<file path="src/rtl/mc_ctrl_if.sv">
// Purpose: control/status bundle between the multicycle main controller and
//          the MIPS datapath.
// Signals:
//   opcode, alu_zero, mem_ready        datapath -> controller (IR[31:26], ALU zero, memory done)
//   pc_en, pc_src, iord                PC update and memory address select
//   mem_read, mem_write, ir_write      memory requests and IR load
//   reg_dst, mem_to_reg, reg_write     register file writeback controls
//   alu_src_a, alu_src_b, alu_op       ALU operand selects and ALU-control opcode
//   instr_done, retired, illegal       instruction status and retired count
// Modports: master = controller side, slave = datapath side.
interface mc_ctrl_if #(
  parameter int unsigned CNT_W = 16
);
  logic [5:0]       opcode;
  logic             alu_zero;
  logic             mem_ready;
  logic             pc_en;
  logic [1:0]       pc_src;
  logic             iord;
  logic             mem_read;
  logic             mem_write;
  logic             ir_write;
  logic             reg_dst;
  logic             mem_to_reg;
  logic             reg_write;
  logic             alu_src_a;
  logic [1:0]       alu_src_b;
  logic [1:0]       alu_op;
  logic             instr_done;
  logic [CNT_W-1:0] retired;
  logic             illegal;

  modport master (
    input  opcode, alu_zero, mem_ready,
    output pc_en, pc_src, iord, mem_read, mem_write, ir_write,
           reg_dst, mem_to_reg, reg_write, alu_src_a, alu_src_b, alu_op,
           instr_done, retired, illegal
  );

  modport slave (
    output opcode, alu_zero, mem_ready,
    input  pc_en, pc_src, iord, mem_read, mem_write, ir_write,
           reg_dst, mem_to_reg, reg_write, alu_src_a, alu_src_b, alu_op,
           instr_done, retired, illegal
  );
endinterface

</file>
<file path="src/rtl/mc_ctrl.sv">
// Purpose: multicycle main controller for the MIPS subset datapath. Sequences
//          FETCH/DECODE/EXEC/MEM/WB phases over a shared ALU, a unified memory
//          port with ready handshake, and the register file.
// Ports:
//   clk    rising-edge system clock
//   rst_n  asynchronous active-low reset (state -> IDLE, retired -> 0)
//   bus    mc_ctrl_if.master: opcode/alu_zero/mem_ready in, all controls out
// Build option: ILLEGAL_TRAP_EN - unlisted opcodes enter a TRAP state that
//   raises illegal until reset; otherwise they retire as a NOP.
module mc_ctrl #(
  parameter int unsigned CNT_W = 16
) (
  input  logic      clk,
  input  logic      rst_n,
  mc_ctrl_if.master bus
);

  localparam logic [5:0] OP_RTYPE = 6'b000000;
  localparam logic [5:0] OP_LW    = 6'b100011;
  localparam logic [5:0] OP_SW    = 6'b101011;
  localparam logic [5:0] OP_BEQ   = 6'b000100;
  localparam logic [5:0] OP_BNE   = 6'b000101;
  localparam logic [5:0] OP_ADDI  = 6'b001000;
  localparam logic [5:0] OP_ANDI  = 6'b001100;
  localparam logic [5:0] OP_J     = 6'b000010;

  typedef enum logic [3:0] {
    S_IDLE, S_FETCH, S_DECODE, S_R_EXEC, S_R_WB, S_I_EXEC, S_I_WB,
    S_MEM_ADDR, S_MEM_RD, S_MEM_WB, S_MEM_WR, S_BRANCH, S_JUMP
`ifdef ILLEGAL_TRAP_EN
    , S_TRAP
`endif
  } state_t;

  // State-only (Moore) part of the control word, registered alongside the state
  typedef struct packed {
    logic [1:0] pc_src;
    logic       iord;
    logic       mem_read;
    logic       mem_write;
    logic       reg_dst;
    logic       mem_to_reg;
    logic       reg_write;
    logic       alu_src_a;
    logic [1:0] alu_src_b;
    logic [1:0] alu_op;
    logic       done;
    logic       jump;
  } moore_t;

  state_t           r_state;
  state_t           w_next;
  moore_t           r_mo;
  logic [CNT_W-1:0] r_retired;
  logic             w_fetch_go;
  logic             w_nop;
  logic             w_instr_done;

  // Control word for a given state
  function automatic moore_t moore(input state_t s);
    moore_t m;
    m = '0;
    case (s)
      S_FETCH:    begin m.mem_read = 1'b1; m.alu_src_b = 2'b01; end
      S_DECODE:   m.alu_src_b = 2'b11;
      S_R_EXEC:   begin m.alu_src_a = 1'b1; m.alu_op = 2'b10; end
      S_R_WB:     begin m.reg_dst = 1'b1; m.reg_write = 1'b1; m.done = 1'b1; end
      S_I_EXEC:   begin m.alu_src_a = 1'b1; m.alu_src_b = 2'b10; m.alu_op = 2'b11; end
      S_I_WB:     begin m.reg_write = 1'b1; m.done = 1'b1; end
      S_MEM_ADDR: begin m.alu_src_a = 1'b1; m.alu_src_b = 2'b10; end
      S_MEM_RD:   begin m.mem_read = 1'b1; m.iord = 1'b1; end
      S_MEM_WB:   begin m.mem_to_reg = 1'b1; m.reg_write = 1'b1; m.done = 1'b1; end
      S_MEM_WR:   begin m.mem_write = 1'b1; m.iord = 1'b1; end
      S_BRANCH:   begin
        m.alu_src_a = 1'b1; m.alu_op = 2'b01; m.pc_src = 2'b01; m.done = 1'b1;
      end
      S_JUMP:     begin m.pc_src = 2'b10; m.jump = 1'b1; m.done = 1'b1; end
      default:    m = '0;
    endcase
    return m;
  endfunction

  function automatic logic known_op(input logic [5:0] op);
    return (op == OP_RTYPE) || (op == OP_LW) || (op == OP_SW) || (op == OP_BEQ) ||
           (op == OP_BNE) || (op == OP_ADDI) || (op == OP_ANDI) || (op == OP_J);
  endfunction

  // Next-state logic; opcode only matters in DECODE and MEM_ADDR
  always_comb begin
    w_next = r_state;
    case (r_state)
      S_IDLE:     w_next = S_FETCH;
      S_FETCH:    if (bus.mem_ready) w_next = S_DECODE;
      S_DECODE: begin
        case (bus.opcode)
          OP_RTYPE:       w_next = S_R_EXEC;
          OP_LW, OP_SW:   w_next = S_MEM_ADDR;
          OP_BEQ, OP_BNE: w_next = S_BRANCH;
          OP_ADDI, OP_ANDI: w_next = S_I_EXEC;
          OP_J:           w_next = S_JUMP;
`ifdef ILLEGAL_TRAP_EN
          default:        w_next = S_TRAP;
`else
          default:        w_next = S_FETCH;
`endif
        endcase
      end
      S_R_EXEC:   w_next = S_R_WB;
      S_I_EXEC:   w_next = S_I_WB;
      S_MEM_ADDR: w_next = (bus.opcode == OP_LW) ? S_MEM_RD : S_MEM_WR;
      S_MEM_RD:   if (bus.mem_ready) w_next = S_MEM_WB;
      S_MEM_WR:   if (bus.mem_ready) w_next = S_FETCH;
      S_R_WB, S_I_WB, S_MEM_WB, S_BRANCH, S_JUMP: w_next = S_FETCH;
`ifdef ILLEGAL_TRAP_EN
      S_TRAP:     w_next = S_TRAP;
`endif
      default:    w_next = S_IDLE;
    endcase
  end

  // Handshake-dependent terms that must react within the same cycle
  assign w_fetch_go = (r_state == S_FETCH) && bus.mem_ready;
`ifdef ILLEGAL_TRAP_EN
  assign w_nop = 1'b0;
`else
  assign w_nop = (r_state == S_DECODE) && !known_op(bus.opcode);
`endif
  assign w_instr_done = r_mo.done || w_nop || ((r_state == S_MEM_WR) && bus.mem_ready);

  // State, registered control word and retired counter
  always_ff @(posedge clk or negedge rst_n) begin
    if (!rst_n) begin
      r_state   <= S_IDLE;
      r_mo      <= '0;
      r_retired <= '0;
    end else begin
      r_state <= w_next;
      r_mo    <= moore(w_next);
      if (w_instr_done) r_retired <= r_retired + CNT_W'(1);
    end
  end

  assign bus.pc_en      = w_fetch_go || ((r_state == S_BRANCH) && bus.alu_zero) || r_mo.jump;
  assign bus.ir_write   = w_fetch_go;
  assign bus.pc_src     = r_mo.pc_src;
  assign bus.iord       = r_mo.iord;
  assign bus.mem_read   = r_mo.mem_read;
  assign bus.mem_write  = r_mo.mem_write;
  assign bus.reg_dst    = r_mo.reg_dst;
  assign bus.mem_to_reg = r_mo.mem_to_reg;
  assign bus.reg_write  = r_mo.reg_write;
  assign bus.alu_src_a  = r_mo.alu_src_a;
  assign bus.alu_src_b  = r_mo.alu_src_b;
  assign bus.alu_op     = r_mo.alu_op;
  assign bus.instr_done = w_instr_done;
  assign bus.retired    = r_retired;
`ifdef ILLEGAL_TRAP_EN
  assign bus.illegal    = (r_state == S_TRAP);
`else
  assign bus.illegal    = 1'b0;
`endif

endmodule
</file>
<file path="src/flat_wrapper.sv">
// flat-port wrapper written by rule: the top's interface ports become plain ports
module mc_ctrl_flat 
#(
  parameter int unsigned CNT_W = 16
)
  (clk, rst_n, bus_opcode, bus_alu_zero, bus_mem_ready, bus_pc_en, bus_pc_src, bus_iord, bus_mem_read, bus_mem_write, bus_ir_write, bus_reg_dst, bus_mem_to_reg, bus_reg_write, bus_alu_src_a, bus_alu_src_b, bus_alu_op, bus_instr_done, bus_retired, bus_illegal);
  mc_ctrl_if #(.CNT_W(CNT_W)) bus_i ();
  input  logic clk;
  input  logic rst_n;
  input wire logic [$bits(bus_i.opcode)-1:0] bus_opcode;
  input wire logic [$bits(bus_i.alu_zero)-1:0] bus_alu_zero;
  input wire logic [$bits(bus_i.mem_ready)-1:0] bus_mem_ready;
  output wire logic [$bits(bus_i.pc_en)-1:0] bus_pc_en;
  output wire logic [$bits(bus_i.pc_src)-1:0] bus_pc_src;
  output wire logic [$bits(bus_i.iord)-1:0] bus_iord;
  output wire logic [$bits(bus_i.mem_read)-1:0] bus_mem_read;
  output wire logic [$bits(bus_i.mem_write)-1:0] bus_mem_write;
  output wire logic [$bits(bus_i.ir_write)-1:0] bus_ir_write;
  output wire logic [$bits(bus_i.reg_dst)-1:0] bus_reg_dst;
  output wire logic [$bits(bus_i.mem_to_reg)-1:0] bus_mem_to_reg;
  output wire logic [$bits(bus_i.reg_write)-1:0] bus_reg_write;
  output wire logic [$bits(bus_i.alu_src_a)-1:0] bus_alu_src_a;
  output wire logic [$bits(bus_i.alu_src_b)-1:0] bus_alu_src_b;
  output wire logic [$bits(bus_i.alu_op)-1:0] bus_alu_op;
  output wire logic [$bits(bus_i.instr_done)-1:0] bus_instr_done;
  output wire logic [$bits(bus_i.retired)-1:0] bus_retired;
  output wire logic [$bits(bus_i.illegal)-1:0] bus_illegal;
  assign bus_i.opcode = bus_opcode;
  assign bus_i.alu_zero = bus_alu_zero;
  assign bus_i.mem_ready = bus_mem_ready;
  assign bus_pc_en = bus_i.pc_en;
  assign bus_pc_src = bus_i.pc_src;
  assign bus_iord = bus_i.iord;
  assign bus_mem_read = bus_i.mem_read;
  assign bus_mem_write = bus_i.mem_write;
  assign bus_ir_write = bus_i.ir_write;
  assign bus_reg_dst = bus_i.reg_dst;
  assign bus_mem_to_reg = bus_i.mem_to_reg;
  assign bus_reg_write = bus_i.reg_write;
  assign bus_alu_src_a = bus_i.alu_src_a;
  assign bus_alu_src_b = bus_i.alu_src_b;
  assign bus_alu_op = bus_i.alu_op;
  assign bus_instr_done = bus_i.instr_done;
  assign bus_retired = bus_i.retired;
  assign bus_illegal = bus_i.illegal;
  mc_ctrl #(.CNT_W(CNT_W)) u_core (.clk(clk), .rst_n(rst_n), .bus(bus_i));
endmodule
</file>
<file path="config.mk">
export PLATFORM = sky130hd
export DESIGN_NAME = mc_ctrl_flat
export DESIGN_NICKNAME = d
export VERILOG_FILES = /design/src/rtl/mc_ctrl_if.sv /design/src/rtl/mc_ctrl.sv /design/src/flat_wrapper.sv
export SDC_FILE = /design/constraint.sdc
export NUM_CORES = 1
export LEC_CHECK = 0
export CELL_PAD_IN_SITES_DETAIL_PLACEMENT = 0
export CELL_PAD_IN_SITES_GLOBAL_PLACEMENT = 1
export CORE_UTILIZATION = 34
export CTS_CLUSTER_SIZE = 14
export DETAILED_ROUTE_END_ITERATION = 7
export GPL_ROUTABILITY_DRIVEN = 0
export PLACE_DENSITY_LB_ADDON = 0.25
export SKIP_CTS_REPAIR_TIMING = 1
export SLEW_MARGIN = 20
export SYNTH_ARGS = -nofsm -noshare
export SYNTH_HDL_FRONTEND = slang
export SYNTH_SLANG_ARGS = --single-unit
</file>
<file path="constraint.sdc">
create_clock -name clk -period 1.55 [get_ports clk]
set_input_delay 0.155 -clock clk [delete_from_list [all_inputs] [get_ports clk]]
set_output_delay 0.155 -clock clk [all_outputs]
set_load 0.05 [all_outputs]
</file>
=== Word-level counts from Yosys, hierarchy flattened ===
Cells that the tools add are included.

* Bits in registers: 35
* Input port bits: 10
* Output and inout bits: 33

* Add/subtract/negate cells: 1
* Equality and inequality tests: 31
* Muxes and demuxes: 18
* Reductions and logical operators: 28

{| class="wikitable"
|+ Operators by type and width
! kind !! number
|-
| equality test 4 bit, second input constant || 10
|-
| equality test 4 x 3 -> 1 bit, second input constant || 8
|-
| case mux 4 bit (8 select lines) || 1
|-
| case mux 4 bit (5 select lines) || 1
|-
| adder 16 x 1 -> 16 bit, second input constant || 1
|-
| equality test 4 x 2 -> 1 bit, second input constant || 4
|-
| equality test 6 x 3 -> 1 bit, second input constant || 2
|-
| equality test 6 x 4 -> 1 bit, second input constant || 2
|-
| equality test 6 bit, second input constant || 2
|-
| two-way mux 4 bit || 3
|-
| case mux 2 bit (3 select lines) || 2
|-
| OR reduction 2 bit || 6
|-
| logical OR 1 bit || 11
|-
| two-way mux 1 bit || 9
|-
| equality test 4 x 1 -> 1 bit, second input constant || 2
|-
| equality test 6 x 2 -> 1 bit, second input constant || 1
|-
| zero test 6 bit || 1
|-
| OR reduction 6 bit || 1
|-
| OR reduction 5 bit || 1
|-
| logical AND 1 bit || 4
|-
| zero test 4 bit || 1
|-
| case mux 2 bit (2 select lines) || 1
|-
| OR reduction 4 bit || 1
|-
| OR reduction 3 bit || 1
|-
| other kinds (2) || 2
|}

=== Logic depth before layout (Yosys ltp) ===
Gate-level depths: netlist (run 1).

* Depth in word-level cells: 12
* Mapped depth: 7

=== Least setup slack after synthesis (run 1) ===
Ideal clock, no wire load.

* Kind: register -> register
* From: reg u_core.r_retired[2] (netlist: u_core.bus.retired[2])
* To: reg u_core.r_retired[11] (netlist: u_core.bus.retired[11])
* Arrival time: 1.621 ns
* Required time: 1.408 ns
* Setup slack: -0.213 ns
* Cell stages (with the launch flop): 7
* Clock period less this slack: 1.763 ns
* Cells stage by stage: dfrtp_1 -> and3_1 -> and3_1 -> and2_1 -> buf_2 -> nand4_1 -> xnor2_1

* Longest elaborated chain between the ends: 1

{| class="wikitable"
|+ RTL lines
! what !! line !! RTL
|-
| start: declaration || mc_ctrl.sv:54 || <nowiki>logic [CNT_W-1:0] r_retired;</nowiki>
|-
| start signal: assignment || mc_ctrl.sv:139 || <nowiki>if (w_instr_done) r_retired <= r_retired + CNT_W'(1);</nowiki>
|-
| adder 16 x 1 -> 16 bit || mc_ctrl.sv:139 ||
|}

No other way between the ends.
A chain may end at the register's enable or synchronous reset.

=== Worst setup path after layout (run 1) ===
* From: reg u_core.r_state[2]
* To: out bus_instr_done

* Longest elaborated chain between the ends: 4

{| class="wikitable"
|+ RTL lines
! what !! line !! RTL
|-
| start: declaration || mc_ctrl.sv:51 || <nowiki>state_t r_state;</nowiki>
|-
| start signal: assignment || mc_ctrl.sv:137 || <nowiki>r_state <= w_next;</nowiki>
|-
| equality test 4 x 2 -> 1 bit || mc_ctrl.sv:126 || <nowiki>assign w_nop = (r_state == S_DECODE) && !known_op(bus.opcode);</nowiki>
|-
| logical AND 1 bit || mc_ctrl.sv:126 ||
|-
| logical OR 1 bit || mc_ctrl.sv:128 || <nowiki>assign w_instr_done = r_mo.done || w_nop || ((r_state == S_MEM_WR) && bus.mem_ready);</nowiki>
|-
| logical OR 1 bit * || mc_ctrl.sv:128 ||
|-
| end: declaration || flat_wrapper.sv:25 || <nowiki>output wire logic [$bits(bus_i.instr_done)-1:0] bus_instr_done;</nowiki>
|}

Every way passes the cells marked *; elsewhere a longest branch is shown, timed or not.

==> metrics.yaml, run 1 <==
global_routing:
  grt_pass1_vias: 1369
  grt_use_total_pct: 15.5
  grt_pass1_wl_microns: 6360
  grt_overflow: 0
  grt_max_degree: 35
  grt_antenna_before_repair: 0
routing:
  drtIter0Drc: 60
  wirelength_microns: 4120
  wl_per_cell_microns: 13.3
  post-route-drc-count: 0
  antenna_left: 0
  num_vias: 1464
  firstDrtPassIters: 4
  via_per_inst: 4.72
setup_path:
  critPathTopFamily: "flip-flops"
  cp_slowest_cell: "dfrtp_2"
  crit_arrival_ns: 1.69
  critPathCaptureType: "output pin"
  critical_path_buf_inv_count: 2
  worstSetupPathType: "flop to output pin"
  start_kind: "flop"
  cp_slowest_stage_delay_ns: 0.46
  worstPathCellList: "nor4b_4 -> o31ai_2 -> o21ai_4 -> buf_6 -> buf_12"
  cp.required_ns: 1.39
  crit_fanout: 4
  r2r_slack_ns: -0.23
cells_and_area:
  n_antenna_cell: 0
  largest_register_ffs: 16
  fin_util_pct: 54.9
  multi_input_area_sq_um: 893
  nFillCells: 438
  drive_gt1_share_pct: 50.6
  nets: 253
  area_growth_pct: 51.6
  layoutNonFillerInstCount: 310
  seqCellArea_sq_um: 857
floorplan:
  num_rows: 25
  die_w_microns: 73.8
  die_y_microns: 73.8
  ios: 43
  floorplan.initialDensity_pct: 36.2
  dieArea_sq_um: 5450
  core_sq_um: 4850
power_and_ir_drop:
  p_leak_nw: 1.25
  vdd_drop_max_mv: 0.833
  power.density_nw_per_um2: 1850
  p_total_mw: 4.92
  switching_share_pct: 44.0
  power_switching_mw: 2.16
  seq_power_share_pct: 25.9
  clkPwrFrac_pct: 13.2
  combPwrFrac_pct: 60.9
  power.internal_mw: 2.76
flow_run:
  maxCapViolCount: 0
timing:
  layout_setup_ws_ns: -0.293
  layout_min_cycle_time_ns: 1.84
  holdWs_ns: 0.275
  rsz0062_at_grt: "true"
  hold_viol: 0
  period_share_pct: 119
  drv_slew: 0
  max_freq_mhz: 543
  finClkSkew_ns: 0.00651
  finalSetupViolCount: 29
  setup_tns_ns: -4.57
synthesis:
  synthFlopType: "dfrtp_1"
  synth.top_cell.area_share_pct: 48.5
  synth_common_cells: "dfrtp_1 (34), xnor2_1 (14), nand2_1 (10), nand3_1 (10), nor2_1 (10)"
  syn_nets: 179
  synth_most_common_cell: "dfrtp_1"
  yosysTopAreaCell: "dfrtp_1"
  seq_area_frac_synth_pct: 48.5
  yosys_warnings: 0
  synth.area.top_cells: "dfrtp_1 (49%), xnor2_1 (7.0%), buf_4 (3.4%)"
  synth_edf_count: 0
  synth.distinct_cells: 47
  avgSynthCellArea_sq_um: 10.4
  synth.cell_area_sq_um: 1750
  async_flop_share_pct: 100
  synth_seq_cells: 34
  syn_inst: 168
place:
  dp_cells: 292
  dp_hpwl_microns: 2910
  portBuffers: 41
status:
  violations: "negative setup slack"
  outcome: "complete, but fails checks"
cts:
  numCtsBuffers: 5
  cts_sinks: 34
  clkTransAtPathRegs_ns: 0.07
  clock_path_buffers: 2
  h-tree-depth: 2
  cts_tree: "done"
  clk-insertion-delay-late_ns: 0.29
  cts-root-buf: "clkbuf_8"
min_path:
  hold_class: "primary input to async pin"
==> power by group through the flow <==
stage	logic, mW	registers (mW)	clock network [mW]
floorplan	1.23	1.69	0
global placement	2.45	1.28	0
detailed placement	2.49	1.28	0
CTS	2.50	1.27	0.663
global route	3.16	1.30	0.708
finish	2.99	1.28	0.647
==> placed cells by master, fill, tap and decap left out, types with 2 or more instances in the layout <==
cell             instances
buf_4                   64
dfrtp_1                 29
xnor2_1                 14
nand3_1                  9
nor2_1                   8
nand2_1                  7
o21ai_2                  6
nand4_1                  6
inv_1                    5
clkbuf_8                 5
clkdlybuf4s50_1          5
buf_6                    5
dfrtp_2                  5
dlymetal6s2s_1           4
buf_12                   4
a21oi_1                  3
nor2b_1                  3
nand3_2                  3
a21oi_2                  3
nand2_2                  3
or2_4                    3
and3_1                   3
nand2b_1                 2
nor3b_1                  2
nor3_2                   2
nand4b_1                 2
o211ai_1                 2
nor3b_2                  2
xor2_1                   2
nor2_2                   2
nand2b_4                 2
nor3_1                   2
and2_1                   2
==> cells by family after synthesis <==
| kind of cell | after synthesis | synth area share, % |
|---|---|---|
| AO/OA/AOI/OAI | 23 | 9.56 |
| XOR/XNOR | 16 | 7.99 |
| adder cells (fa/ha/maj) | 1 | 0.713 |
| buffers and inverters | 21 | 8.13 |
| flip-flops | 34 | 48.5 |
| multiplexers | 1 | 0.642 |
| other | 1 | 0.214 |
| AND/OR/NAND/NOR | 71 | 24.3 |
==> path summary, 6_finish.rpt <==
kind	from	end	cells past startpoint
setup / recovery	u_core.r_state[2]$_DFF_PN0_	bus_instr_done	5
hold / removal	rst_n	u_core.bus.retired[15]$_DFFE_PN0P_	2
setup reg to reg	u_core.r_state[2]$_DFF_PN0_	u_core.bus.retired[12]$_DFFE_PN0P_	6
hold reg to reg	u_core.bus.retired[15]$_DFFE_PN0P_	u_core.bus.retired[15]$_DFFE_PN0P_	1
max in group asynchronous	rst_n	u_core.r_state[2]$_DFF_PN0_	2
min in group clk	u_core.bus.retired[15]$_DFFE_PN0P_	u_core.bus.retired[15]$_DFFE_PN0P_	1
==> stage by stage <==
step                worst slack (ns)  instance area, sq um
floorplan                     -0.147                  1780
global placement              -0.406                  2340
detailed placement            -0.509                  2340
CTS                           -0.591                  2430
global route                  -0.382                  2660
finish                        -0.293                  2660
==> final cells by class <==
type                            instances  area share (%)
Clock buffer                            6            2.73
Clock inverter                          2           0.517
Inverter                                6           0.847
Multi-Input combinational cell        113            33.6
Sequential cell                        34            32.2
Tap cell                               67            3.15
Timing Repair Buffer                   82            27.0
==> routing by layer <==
| layer | vias to the layer above | routed length [microns] | GRT usage, % |
|---|---|---|---|
| li1 | 720 | - | - |
| met1 | 701 | 1760 | 19.0 |
| met2 | 36 | 2110 | 25.8 |
| met3 | 7 | 173 | 3.43 |
| met4 | 0 | 68 | 7.26 |
| met5 | - | 0 | 0 |
Power figures use the tool's default switching activity.
==> run 2, diff against run 1 <==
- GPL_ROUTABILITY_DRIVEN: 0 -> unset
==> results of run 2 <==
No change in the layout: final DEF, timing and power equal those of run 1.
